===== config.mk =====
export PLATFORM = sky130hd
export DESIGN_NAME = msx_pointer_port_flat
export DESIGN_NICKNAME = d
export VERILOG_FILES = /design/src/rtl/msx_input_pkg.sv /design/src/rtl/msx_pointer_port_if.sv /design/src/rtl/msx_mouse_nibble_fsm.sv /design/src/rtl/msx_pointer_port.sv /design/src/flat_wrapper.sv
export SDC_FILE = /design/constraint.sdc
export NUM_CORES = 1
export LEC_CHECK = 0
export CAP_MARGIN = 20
export CELL_PAD_IN_SITES_DETAIL_PLACEMENT = 1
export CELL_PAD_IN_SITES_GLOBAL_PLACEMENT = 1
export CORE_UTILIZATION = 50
export DETAILED_ROUTE_END_ITERATION = 6
export PLACE_DENSITY = 0.95
export RECOVER_POWER = 100
export SLEW_MARGIN = 20
export SYNTH_ARGS = -nofsm -noshare
export SYNTH_HDL_FRONTEND = slang
export SYNTH_SLANG_ARGS = --single-unit
export TNS_END_PERCENT = 5

===== constraint.sdc =====
create_clock -name clk_sys -period 11.3 [get_ports clk_sys]
set_input_delay 2.26 -clock clk_sys [delete_from_list [all_inputs] [get_ports clk_sys]]
set_output_delay 2.26 -clock clk_sys [all_outputs]
set_load 0.01 [all_outputs]

===== src/rtl/msx_input_pkg.sv =====
// Shared definitions for the MSX joystick/mouse port logic: joystick bit map,
// mouse nibble sequence and the 8-bit clip used when snapshotting motion.
package msx_input_pkg;

   localparam int JOY_UP = 0;
   localparam int JOY_DN = 1;
   localparam int JOY_LT = 2;
   localparam int JOY_RT = 3;
   localparam int JOY_B1 = 4;
   localparam int JOY_B2 = 5;

   typedef enum logic [1:0] {MS_XH, MS_XL, MS_YH, MS_YL} mouse_nib_t;

   // Clip a sign-extended accumulator to the 8-bit signed range the MSX reads.
   function automatic logic signed [7:0] sat8(input logic signed [31:0] v);
      if (v > 32'sd127) return 8'h7F;
      if (v < -32'sd128) return 8'h80;
      return v[7:0];
   endfunction

endpackage


===== src/rtl/msx_pointer_port_if.sv =====
// Port bundle between the MiST input streams (user_io side) and the MSX
// joystick ports; port p occupies element [p] of the packed arrays.
interface msx_pointer_port_if #(
   parameter int NPORTS = 2
);
   logic [NPORTS-1:0][5:0] joy_i;
   logic signed [8:0]      mouse_x;
   logic signed [8:0]      mouse_y;
   logic [1:0]             mouse_flags;
   logic                   mouse_strobe;
   logic [1:0]             mouse_sel;
   logic [NPORTS-1:0]      str_i;
   logic [NPORTS-1:0][5:0] port_o;
   logic [NPORTS-1:0]      mouse_act;

   modport master (
      output joy_i, mouse_x, mouse_y, mouse_flags, mouse_strobe, mouse_sel, str_i,
      input  port_o, mouse_act
   );

   modport slave (
      input  joy_i, mouse_x, mouse_y, mouse_flags, mouse_strobe, mouse_sel, str_i,
      output port_o, mouse_act
   );
endinterface


===== src/rtl/msx_mouse_nibble_fsm.sv =====
// Per-port MSX mouse engine: strobe edge detect, 4-nibble sequencer, read
// timeout, and saturating X/Y motion accumulators with the read snapshot.
module msx_mouse_nibble_fsm
   import msx_input_pkg::*;
#(
   parameter int TIMEOUT_CYC = 100000,
   parameter int ACC_W       = 10
) (
   input  logic       clk_sys,
   input  logic       reset,
   input  logic       act,
   input  logic       str,
   input  logic       strobe,
   input  logic [8:0] mx,
   input  logic [8:0] my,
   output logic [3:0] nib_d
);
   localparam int TW = $clog2(TIMEOUT_CYC + 1);
   localparam int WW = ACC_W + 3;
   localparam logic signed [WW-1:0] AMAX = WW'((1 << (ACC_W - 1)) - 1);
   localparam logic signed [WW-1:0] AMIN = -AMAX;

   mouse_nib_t              st_q, st_d;
   logic                    str_q, edge_w;
   logic [TW-1:0]           tmo_q, tmo_d;
   logic signed [7:0]       sx_q, sx_d, sy_q, sy_d;
   logic signed [ACC_W-1:0] ax_q, ax_d, ay_q, ay_d;
   logic [3:0]              nib_q;
   logic signed [WW-1:0]    sub_x, sub_y, dlt_x, dlt_y;

   function automatic logic signed [WW-1:0] ext_a(input logic [ACC_W-1:0] a);
      return {{(WW-ACC_W){a[ACC_W-1]}}, a};
   endfunction

   function automatic logic signed [WW-1:0] ext_8(input logic [7:0] s);
      return {{(WW-8){s[7]}}, s};
   endfunction

   function automatic logic signed [WW-1:0] ext_9(input logic [8:0] m);
      return {{(WW-9){m[8]}}, m};
   endfunction

   function automatic logic signed [ACC_W-1:0] sat_acc(input logic signed [WW-1:0] v);
      if (v > AMAX) return AMAX[ACC_W-1:0];
      if (v < AMIN) return AMIN[ACC_W-1:0];
      return v[ACC_W-1:0];
   endfunction

   assign edge_w = str ^ str_q;

   always_ff @(posedge clk_sys) begin
      if (reset) begin
         st_q  <= MS_XH;
         str_q <= 1'b0;
         tmo_q <= '0;
         sx_q  <= '0;
         sy_q  <= '0;
         ax_q  <= '0;
         ay_q  <= '0;
         nib_q <= '0;
      end else begin
         st_q  <= st_d;
         str_q <= str;
         tmo_q <= tmo_d;
         sx_q  <= sx_d;
         sy_q  <= sy_d;
         ax_q  <= ax_d;
         ay_q  <= ay_d;
         nib_q <= nib_d;
      end
   end

   always_comb begin
      st_d  = st_q;
      tmo_d = tmo_q;
      sx_d  = sx_q;
      sy_d  = sy_q;
      nib_d = nib_q;
      sub_x = '0;
      sub_y = '0;
      if (edge_w) begin
         tmo_d = TW'(TIMEOUT_CYC);
         case (st_q)
            MS_XH: begin
               // Snapshot uses the pre-strobe accumulator; a same-cycle delta lands after it.
               sx_d  = sat8({{(32-ACC_W){ax_q[ACC_W-1]}}, ax_q});
               sy_d  = sat8({{(32-ACC_W){ay_q[ACC_W-1]}}, ay_q});
               sub_x = ext_8(sx_d);
               sub_y = ext_8(sy_d);
               nib_d = sx_d[7:4];
               st_d  = MS_XL;
            end
            MS_XL: begin nib_d = sx_q[3:0]; st_d = MS_YH; end
            MS_YH: begin nib_d = sy_q[7:4]; st_d = MS_YL; end
            MS_YL: begin nib_d = sy_q[3:0]; st_d = MS_XH; end
         endcase
      end else if (tmo_q != '0) begin
         tmo_d = tmo_q - TW'(1);
         if (tmo_q == TW'(1)) st_d = MS_XH;
      end
      // MiST X grows rightwards; the MSX protocol expects the opposite sign.
      dlt_x = (act && strobe) ? -ext_9(mx) : '0;
      dlt_y = (act && strobe) ? ext_9(my) : '0;
      ax_d  = sat_acc(ext_a(ax_q) - sub_x + dlt_x);
      ay_d  = sat_acc(ext_a(ay_q) - sub_y + dlt_y);
      if (!act) begin
         st_d  = MS_XH;
         tmo_d = '0;
         sx_d  = '0;
         sy_d  = '0;
         ax_d  = '0;
         ay_d  = '0;
         nib_d = '0;
      end
   end

endmodule


===== src/rtl/msx_pointer_port.sv =====
// MSX general-purpose port driver: per-port joystick/mouse mode select and
// registered pin levels (1 = released, 0 = driven low).
module msx_pointer_port
   import msx_input_pkg::*;
#(
   parameter int NPORTS      = 2,
   parameter int TIMEOUT_CYC = 100000,
   parameter int ACC_W       = 10
) (
   input logic               clk_sys,
   input logic               reset,
   msx_pointer_port_if.slave bus
);
   logic [NPORTS-1:0][5:0] port_all;
   logic [NPORTS-1:0]      act_all;

   for (genvar p = 0; p < NPORTS; p++) begin : g_port
      logic       hit, act_q, act_d;
      logic [5:0] joy_o, port_q;
      logic [3:0] nib;

      assign hit   = bus.mouse_strobe && (bus.mouse_sel == 2'(p));
      // Any joystick activity on the port drops it out of mouse mode, even against a set.
      assign act_d = (act_q || hit) && (bus.joy_i[p] == 6'd0);
      assign joy_o = ~(bus.joy_i[p] & {6{~bus.str_i[p]}});

      always_ff @(posedge clk_sys) begin
         if (reset) begin
            act_q  <= 1'b0;
            port_q <= '1;
         end else begin
            act_q  <= act_d;
            port_q <= act_d ? {~bus.mouse_flags, nib} : joy_o;
         end
      end

      msx_mouse_nibble_fsm #(
         .TIMEOUT_CYC (TIMEOUT_CYC),
         .ACC_W       (ACC_W)
      ) u_fsm (
         .clk_sys (clk_sys),
         .reset   (reset),
         .act     (act_q),
         .str     (bus.str_i[p]),
         .strobe  (hit),
         .mx      (bus.mouse_x),
         .my      (bus.mouse_y),
         .nib_d   (nib)
      );

      assign port_all[p] = port_q;
      assign act_all[p]  = act_q;
   end

   assign bus.port_o    = port_all;
   assign bus.mouse_act = act_all;

endmodule

===== src/flat_wrapper.sv =====
// flat-port wrapper written by rule: the top's interface ports become plain ports
module msx_pointer_port_flat import msx_input_pkg::*;
#(
   parameter int NPORTS      = 2,
   parameter int TIMEOUT_CYC = 100000,
   parameter int ACC_W       = 10
)
  (clk_sys, reset, bus_joy_i, bus_mouse_x, bus_mouse_y, bus_mouse_flags, bus_mouse_strobe, bus_mouse_sel, bus_str_i, bus_port_o, bus_mouse_act);
  msx_pointer_port_if #(.NPORTS(NPORTS)) bus_i ();
  input logic clk_sys;
  input logic reset;
  input wire logic [$bits(bus_i.joy_i)-1:0] bus_joy_i;
  input wire logic [$bits(bus_i.mouse_x)-1:0] bus_mouse_x;
  input wire logic [$bits(bus_i.mouse_y)-1:0] bus_mouse_y;
  input wire logic [$bits(bus_i.mouse_flags)-1:0] bus_mouse_flags;
  input wire logic [$bits(bus_i.mouse_strobe)-1:0] bus_mouse_strobe;
  input wire logic [$bits(bus_i.mouse_sel)-1:0] bus_mouse_sel;
  input wire logic [$bits(bus_i.str_i)-1:0] bus_str_i;
  output wire logic [$bits(bus_i.port_o)-1:0] bus_port_o;
  output wire logic [$bits(bus_i.mouse_act)-1:0] bus_mouse_act;
  assign bus_i.joy_i = bus_joy_i;
  assign bus_i.mouse_x = bus_mouse_x;
  assign bus_i.mouse_y = bus_mouse_y;
  assign bus_i.mouse_flags = bus_mouse_flags;
  assign bus_i.mouse_strobe = bus_mouse_strobe;
  assign bus_i.mouse_sel = bus_mouse_sel;
  assign bus_i.str_i = bus_str_i;
  assign bus_port_o = bus_i.port_o;
  assign bus_mouse_act = bus_i.mouse_act;
  msx_pointer_port #(.NPORTS(NPORTS), .TIMEOUT_CYC(TIMEOUT_CYC), .ACC_W(ACC_W)) u_core (.clk_sys(clk_sys), .reset(reset), .bus(bus_i));
endmodule

==> flow_metrics.env <==
export IMPL_cp_slowest_stage_delay_ps=840
export IMPL_switching_share=0.238
export IMPL_cp_num_buf_inv=2
export IMPL_fin_setup_tns_ps=0
export IMPL_final_core_utilization=0.585
export IMPL_grt_pass1_wl_um=52300
export IMPL_grt_pass1_vias=10300
export IMPL_synthAdderAreaFrac=0.178
export IMPL_synth_seq_area_share=0.258
export IMPL_port_buffer_count=52
export IMPL_clock_root_buffer="clkbuf_16"
export IMPL_synth_top_area_cell="dfxtp_1"
export IMPL_switchingPower_uw=259
export IMPL_drc_errors=0
export IMPL_clkPwrFrac=0.539
export IMPL_synth_cell_types=79
export IMPL_clk_pin_slew_ps=60
export IMPL_internal_power_uw=827
export IMPL_std_cell_rows=50
export IMPL_fin_crit_sh=0.725
export IMPL_gp_congestion=0.882
export IMPL_fin_total_pwr_uw=1090
export IMPL_min_period_ps=8190
export IMPL_cts_resized=0
export IMPL_postRouteAntennaNets=0
export IMPL_setup_viol=0
export IMPL_nNetsFinal=1406
export IMPL_syn_num_nets=1366
export IMPL_firstDrtPassIters=6
export IMPL_cp_required_ps=11660
export IMPL_rsz0062_at_grt="no"
export IMPL_syn_avg_cell_area_um2=8.05
export IMPL_path_cells="dlygate4sd3_1 -> xor2_1 -> nand2_1 -> a21oi_1 -> o21a_1 -> fa_1 -> inv_1 -> ha_1 -> a21oi_1 -> o211ai_1 -> and3_1 -> or3_1 -> nor4_1 -> o21ai_0 -> o22ai_1"
export IMPL_htreeDepth=4
export IMPL_dieArea_um2=20100
export IMPL_fin_skew_ps=8.08
export IMPL_min_path_type="reg2reg"
export IMPL_drv_slew=0
export IMPL_dr_first_iter_drc_count=606
export IMPL_ir_worst_vdd_mv=0.0976
export IMPL_grt_max_degree=30
export IMPL_synth_simple_gate_area_share=0.212
export IMPL_vias=9470
export IMPL_wl_um=32400
export IMPL_cpMaxStageDelayCell="dlygate4sd3_1"
export IMPL_path_class="in2reg"
export IMPL_slew_limit_headroom=0.0424
export IMPL_area_delta_synth_final_pct=13.4
export IMPL_die_h_um=142
export IMPL_synth_compound_area_frac=0.227
export IMPL_synth_most_common_cell="dfxtp_1"
export IMPL_cts_tree="done"
export IMPL_layout_drive_gt1_share=0.0450
export IMPL_max_cap_violations=0
export IMPL_vias_per_cell=6.20
export IMPL_worstSetupStartpointType="primary input"
export IMPL_wire_per_inst_um=21.2
export IMPL_fmax_mhz=122
export IMPL_grt_antenna_before_repair=0
export IMPL_path_max_fanout=14
export IMPL_netlist_area_um2=9770
export IMPL_synth_area_top_cells="dfxtp_1 26%, fa_1 9.0%, ha_1 8.8%"
export IMPL_p_comb_frac=0.049
export IMPL_placed_cells=1495
export IMPL_cts_inserted_buffers=17
export IMPL_worst_pin_slew_ps=1440
export IMPL_clock_path_buffers=2
export IMPL_synth_commonest_cells="126 x dfxtp_1, 120 x inv_1, 115 x nand2_1, 115 x nor2_1, 103 x a21oi_1"
export IMPL_crit_path_end_kind="flip-flop"
export IMPL_hpwl_um=23900
export IMPL_synth_top_family_by_area="compound AO/OA/AOI/OAI gates"
export IMPL_arrival_ps=8550
export IMPL_path_common_cell="a21oi_1"
export IMPL_start_util=0.516
export IMPL_cts_sinks=126
export IMPL_pwr_share_seq=0.412
export IMPL_pwr_density_cell_nw_per_um2=97.9
export IMPL_status="completed"
export IMPL_fill_cells=2305
export IMPL_p_leak_uw=0.00439
export IMPL_synth_edff_count=0
export IMPL_dieWidth_um=142
export IMPL_synth_xor_area_frac=0.0574
export IMPL_insertion_delay_ps=440
export IMPL_final_cells=1527
export IMPL_grt_overflow=0
export IMPL_synth_top_area_frac=0.258
export IMPL_ys_warnings_count=0
export IMPL_core_area_um2=19000
export IMPL_ff_latch_area_um2=2520
export IMPL_pin_count=53
export IMPL_synthMuxAreaShare=0.00525
export IMPL_post_cts_buffers=0
export IMPL_synth_cells=1214
export IMPL_ys_ff_latch=126
export IMPL_ys_flop_type="dfxtp_1"
export IMPL_async_reset_ff_frac=0
export IMPL_diodes=0
export IMPL_critPathTopFamily="compound AO/OA/AOI/OAI gates"
export IMPL_grtUsageTotal=0.332
export IMPL_hold_viol_final=0
export IMPL_hold_buffers=0
export IMPL_multiInputGateArea_um2=6620
[worst register-to-register path, delay by kind of cell, from the launching register on]
| kind | cells | cell delay (ps) |
|---|---|---|
| AOI/OAI and AO/OA | 6 | 2090 |
| and+or+nand+nor | 4 | 1940 |
| DFF | 1 | 360 |
| buffers and inverters | 1 | 170 |
| adders and majority gates | 2 | 780 |
| xor gates and xnor gates | 1 | 420 |
[sequential cells by signal, indices dropped and copies added (netlist names)]
name and cells:
u_core.g_port.u_fsm.sx_q 8, u_core.g_port.u_fsm.tmo_q 34, u_core.g_port.u_fsm.ay_q 20, u_core.g_port.u_fsm.str_q 2, u_core.g_port.u_fsm.nib_q 8, u_core.g_port.u_fsm.sy_q 16, u_core.g_port.act_q 2, u_core.g_port.u_fsm.st_q 4
u_core.g_port.u_fsm.ax_q 20, u_core.g_port.port_q 12
[cell families after synthesis]
family,after synthesis
xor+xnor,64
fa+ha+maj,113
buf+inv,158
mux,5
compound gates,332
flops,126
simple gates,416
[routing by layer]
metal  wire length, um  part of all wire  vias up  track usage
li1                  -                 -     4349            -
met1             12600              0.39     4659        0.358
met2             16600              0.51      336        0.609
met3              1470             0.046      126       0.0574
met4              1700             0.053        0        0.190
met5                 0                 0        -            0
[final timing paths]
kind	startpoint	to	slack, ps	depth (start not counted)
setup / recovery	bus_str_i[0]	u_core.g_port[0].u_fsm.ax_q[3]$_SDFF_PP0_	3110	15
hold / removal	u_core.g_port[1].u_fsm.sy_q[4]$_SDFFE_PP0P_	u_core.g_port[1].u_fsm.sy_q[4]$_SDFFE_PP0P_	480	2
setup reg to reg	u_core.g_port[0].u_fsm.str_q$_SDFF_PP0_	u_core.g_port[0].u_fsm.ax_q[3]$_SDFF_PP0_	5450	14
hold reg to reg	u_core.g_port[1].u_fsm.sy_q[4]$_SDFFE_PP0P_	u_core.g_port[1].u_fsm.sy_q[4]$_SDFFE_PP0P_	480	2
[cell type report]
type,instances,share of cell area
clock buffers,19,0.0409
clock inverters,13,0.0148
inverters,120,0.0406
multi-input cells,930,0.597
flip-flops and latches,126,0.228
well taps,260,0.0293
repair buffers,59,0.0497
[through the flow]
step / hold slack (ps) / worst slack (ps) / instance area [um2]
after floorplan: 436 / 5270 / 9770
after global placement: 445 / 3590 / 10500
after detailed placement: 464 / 3350 / 10500
after CTS: 479 / 3790 / 11100
after global routing: 498 / 2810 / 11100
final: 483 / 3110 / 11100
[cell usage in the layout (no fill, tap or decap), drive strengths merged, types with 8 or more instances in the layout]
cell,count
dfxtp,126
inv,121
nand2,115
nor2,115
a21oi,103
ha,69
o21ai,60
xnor2,44
fa,44
clkdlybuf4s50,36
nor3,28
nand3,28
o21a,27
clkbuf,25
a211oi,21
xor2,20
nor2b,20
a21o,17
dlygate4sd3,16
nand2b,16
nor4,16
and3,14
o21bai,14
o211ai,14
nand4,11
or3,9
o22ai,8
a222oi,8
a31oi,8
[power by group through the flow]
stage               sequential [uW]  combinational [uW]  clock [uW]
floorplan                       458                21.2           0
global placement                457                50.0           0
detailed placement              457                52.2           0
CTS                             447                53.3         587
global route                    447                55.4         603
finish                          447                52.8         585
No activity file was read; power rests on OpenSTA's default activity.
